==> config.mk <==
export PLATFORM = sky130hd
export DESIGN_NAME = parity_status_reporter
export DESIGN_NICKNAME = d
export VERILOG_FILES = /design/src/rtl/parity_pkg.sv /design/src/rtl/pulse_stretcher.sv /design/src/rtl/parity_status_reporter.sv
export SDC_FILE = /design/constraint.sdc
export NUM_CORES = 1
export LEC_CHECK = 0
export CELL_PAD_IN_SITES_DETAIL_PLACEMENT = 1
export CELL_PAD_IN_SITES_GLOBAL_PLACEMENT = 2
export CORE_UTILIZATION = 32
export CTS_BUF_LIST = sky130_fd_sc_hd__clkbuf_16
export DETAILED_ROUTE_END_ITERATION = 8
export PLACE_DENSITY_LB_ADDON = 0.1
export SLEW_MARGIN = 20
export SYNTH_ARGS = -nofsm -noshare
export SYNTH_HDL_FRONTEND = slang
export SYNTH_SLANG_ARGS = --single-unit
export TNS_END_PERCENT = 1
==> constraint.sdc <==
create_clock -name wb_clk_i -period 2.25 [get_ports wb_clk_i]
set_input_delay 0.45 -clock wb_clk_i [delete_from_list [all_inputs] [get_ports wb_clk_i]]
set_output_delay 0.45 -clock wb_clk_i [all_outputs]
set_load 0.02 [all_outputs]
==> src/rtl/parity_pkg.sv <==
// parity_pkg: shared status bit indices, default parameters and window FSM states.
package parity_pkg;
  localparam int ST_STRETCH = 0;
  localparam int ST_ALARM   = 1;
  localparam int ST_STICKY  = 2;
  localparam int DEF_STRETCH_CYCLES = 8;
  localparam int DEF_WINDOW_CHECKS  = 256;
  localparam int DEF_ALARM_THRESH   = 4;
  localparam int DEF_CNT_W          = 16;
  typedef enum logic [0:0] {IDLE = 1'b0, COUNT = 1'b1} win_state_e;
endpackage

==> src/rtl/pulse_stretcher.sv <==
// pulse_stretcher: holds out high for CYCLES cycles after trig; retrigger reloads.
module pulse_stretcher #(
  parameter int CYCLES = 8
) (
  input  logic clk,
  input  logic rst,
  input  logic trig,
  output logic out
);
  localparam int W = $clog2(CYCLES + 1);
  logic [W-1:0] cnt_q, cnt_d;
  always_comb cnt_d = trig ? W'(CYCLES) : (cnt_q != '0 ? cnt_q - 1'b1 : cnt_q);
  always_ff @(posedge clk) begin
    if (rst) cnt_q <= '0;
    else     cnt_q <= cnt_d;
  end
  assign out = cnt_q != '0;
endmodule

==> src/rtl/parity_status_reporter.sv <==
// parity_status_reporter: turns parity check results into pad status bits and error counts.
module parity_status_reporter
  import parity_pkg::*;
#(
  parameter int STRETCH_CYCLES = DEF_STRETCH_CYCLES,
  parameter int WINDOW_CHECKS  = DEF_WINDOW_CHECKS,
  parameter int ALARM_THRESH   = DEF_ALARM_THRESH,
  parameter int CNT_W          = DEF_CNT_W
) (
  input  logic                              wb_clk_i,
  input  logic                              wb_rst_i,
  input  logic                              chk_valid,
  input  logic                              chk_err,
  input  logic                              clr_i,
  output logic [2:0]                        status_o,
  output logic [2:0]                        oeb_o,
  output logic [CNT_W-1:0]                  err_total_o,
  output logic [$clog2(ALARM_THRESH+1)-1:0] win_errs_o
);
  localparam int EW = $clog2(ALARM_THRESH + 1);
  localparam int CW = $clog2(WINDOW_CHECKS + 1);
  win_state_e     state_q, state_d;
  logic [CW-1:0]  chk_q, chk_d, chk_nxt;
  logic [EW-1:0]  werr_q, werr_d, werr_nxt;
  logic [CNT_W-1:0] total_q, total_d;
  logic           alarm_q, alarm_d, sticky_q, sticky_d, stretch, err_ev, close;
  assign err_ev = chk_valid & chk_err;
  pulse_stretcher #(.CYCLES(STRETCH_CYCLES)) u_stretch (
    .clk (wb_clk_i),
    .rst (wb_rst_i),
    .trig(err_ev),
    .out (stretch)
  );
  // The valid that moves IDLE->COUNT is itself the first check of the window.
  always_comb begin
    chk_nxt  = chk_q + 1'b1;
    close    = chk_valid && chk_nxt == CW'(WINDOW_CHECKS);
    werr_nxt = (err_ev && werr_q != EW'(ALARM_THRESH)) ? werr_q + 1'b1 : werr_q;
    state_d  = clr_i ? IDLE : (chk_valid ? COUNT : state_q);
    chk_d    = (clr_i || close) ? '0 : (chk_valid ? chk_nxt : chk_q);
    werr_d   = (clr_i || close) ? '0 : werr_nxt;
    alarm_d  = clr_i ? 1'b0 : (close ? werr_nxt >= EW'(ALARM_THRESH) : alarm_q);
    sticky_d = ~clr_i & (sticky_q | err_ev);
    total_d  = clr_i ? '0 : ((err_ev && total_q != '1) ? total_q + 1'b1 : total_q);
  end
  always_ff @(posedge wb_clk_i) begin
    if (wb_rst_i) begin
      state_q  <= IDLE;
      chk_q    <= '0;
      werr_q   <= '0;
      alarm_q  <= 1'b0;
      sticky_q <= 1'b0;
      total_q  <= '0;
    end else begin
      state_q  <= state_d;
      chk_q    <= chk_d;
      werr_q   <= werr_d;
      alarm_q  <= alarm_d;
      sticky_q <= sticky_d;
      total_q  <= total_d;
    end
  end
  always_comb begin
    status_o             = '0;
    status_o[ST_STRETCH] = stretch;
    status_o[ST_ALARM]   = alarm_q;
    status_o[ST_STICKY]  = sticky_q;
  end
  assign oeb_o       = 3'b000;
  assign err_total_o = total_q;
  assign win_errs_o  = werr_q;
endmodule

==> flow_summary.ini <==
[run_status]
status = finished clean

[pwr]
power_density_mw_per_mm2 = 740.9
power_leakage_nw = 0.8262
p_total_mw = 1.725
worst_ir_drop_vdd_uv = 380.1

[synthesis]
synth_ff_type = dfxtp_1
synthCells = 209
synth-seq-area-share_pct = 37.39
yosys.area.top_type_share_pct = 37.39
synth_edf_count = 0
synth_seq_cells = 34
ys_types = 47
yosys.area.top_type = dfxtp_1
ys_top_cells_by_count = dfxtp_1 (34), nor2_1 (34), nand2_1 (13)
avgSynthCellArea_sq_um = 8.711
synthArstFlopShare_pct = 0
yosys-top-cells-area = dfxtp_1 (37%), nor2_1 (7.0%), xnor2_1 (5.3%)
synth_warnings = 0
netlist_area_sq_mm = 0.001820

[cells_and_area]
fin_cells = 313
seqCellArea_sq_um = 680.7
antenna_cells = 0
area_growth_pct = 27.90
multi_input_area_sq_mm = 0.001039
fin_nets = 252
nFillCells = 654
layout-drive-gt1-share_pct = 12.03

[sta]
fin_crit_sh_pct = 83.44
hold_viol = 0
fin_crit_ps = 1877
rsz0062_at_grt = false
clock.fmax_mhz = 532.6
setup_viol = 0
slew_viol_final = 0
fin_skew_ps = 2.024
setup_tns_ps = 0
fin_ws_ps = 372.5

[clock_network]
tritoncts = yes
cts.htree.levels = 2
clockRootBuffer = clkbuf_16
clock_path_buffers = 2
numCtsBuffers = 5
cts.sinks = 34
path_clk_slew_ps = 50
post-cts-setup-buffers = 0
insertion_delay_ps = 270

[grt]
gr-usage-all-layers_pct = 17.15
grt_first_pass_wirelength_um = 8017
antenna_found_initial = 0
grt_pass1_vias = 1610
grt_overflow = 0
grt_max_degree = 19

[worst_hold_path]
hp-class = flop to flop

[drt]
post_drt_via_cell_ratio = 5.035
num_vias = 1576
drc = 0
routed_wl_um = 4792
ant_nets = 0
drt-wirelength-per-cell_um = 15.31
drtIter0Drc = 51
dr.pass1.iters = 4

[die]
ios = 30
die_h_um = 77.43
rows = 27
initial_core_util_pct = 33.06
die_x_um = 77.43
coreArea_sq_mm = 0.005507
dieArea_sq_mm = 0.005995

[worst_setup_path]
cp-start-kind = input pin
crit_type = input pin to flop
endpoint_kind = flop
worstPathArrival_ps = 2040
worstPathRequired_ps = 2410
path_max_fanout = 13

[placement]
place_hpwl_um = 3532
globalplace.congestion = 0.7867
dp_slack_ps = 80.90
dpl.cell_count = 305
numPortBuffers = 26

[run]
maxCapViolations = 0
state kept, by name (all words and copies together), names as in the netlist:
signal,flops
err_total_o,16
win_errs_o,3
sticky_q,1
u_stretch.cnt_q,4
alarm_q,1
chk_q,9
critical path: stages:
cell	delay, ps
clkdlybuf4s50_1	480
buf_4	190
nand4_1	280
nor2_1	260
o2111ai_1	160
xor2_1	160
nor2_1	50
stage by stage:
step / utilization, % / hold WS (ps) / area (sq um)
after floorplan: - / 441.6 / 1828
after global placement: 39.29 / 452.3 / 2163
after detailed placement: 39.29 / 474.1 / 2163
after CTS: 42.24 / 481.3 / 2326
after global routing: 42.29 / 514.9 / 2328
final: 42.29 / 472.3 / 2328
report_power, final:
part	total (mW)	switching, mW	internal, mW
sequential	0.670	0.0313	0.638
clock	0.765	0.251	0.514
combinational	0.291	0.159	0.132
layout by cell type (no fill, tap or decap), types with 9 or more instances in the layout:
| cell type | n |
|---|---|
| nor2_1 | 34 |
| a21oi_1 | 10 |
| nand2_1 | 13 |
| xor2_1 | 11 |
| dfxtp_1 | 34 |
| clkdlybuf4s50_1 | 25 |
| buf_4 | 9 |
| xnor2_1 | 11 |
| inv_1 | 9 |
layout make-up:
class                   instances  area share (%)
clock buffers                   5           5.373
clock inverters                 3           1.612
inverters                       7           1.128
multi-input cells             157           44.60
flip-flops and latches         34           29.23
well taps                      72           3.869
repair buffers                 35           14.19
logic make-up after synthesis:
kind of cell               count (synthesis)  share of synthesized area, %
adders and majority gates                  7                         4.811
other                                      1                        0.2060
AOI/OAI and AO/OA                         34                         12.85
muxes                                      2                         1.100
and+or+nand+nor                           89                         27.08
buffers and inverters                     20                         5.980
DFF                                       34                         37.39
xor gates and xnor gates                  22                         10.58
repair_timing:
item / 4_1_cts / 5_1_grt
setup endpoints to repair: 0 / 1
resized for setup: 0 / 1
hold buffers: 0 / 0
routing by layer:
layer  vias up  routed length, um  global-route usage [%]
li1        783                  -                       -
met1       763               2083                   18.89
met3         6                124                   4.118
met2        24               2509                   31.24
met4         0                 74                   6.981
met5         -                  0                       0
final timing paths:
path	startpoint	end	slack (ps)	cells after the start
worst max register to register	chk_q[1]	alarm_q	440	6
worst min-delay path	sticky_q	sticky_q	470	2
worst max-delay path	chk_valid	err_total_o[8]	370	7
worst min register to register	sticky_q	sticky_q	470	2
Power figures use the tool's default switching activity.
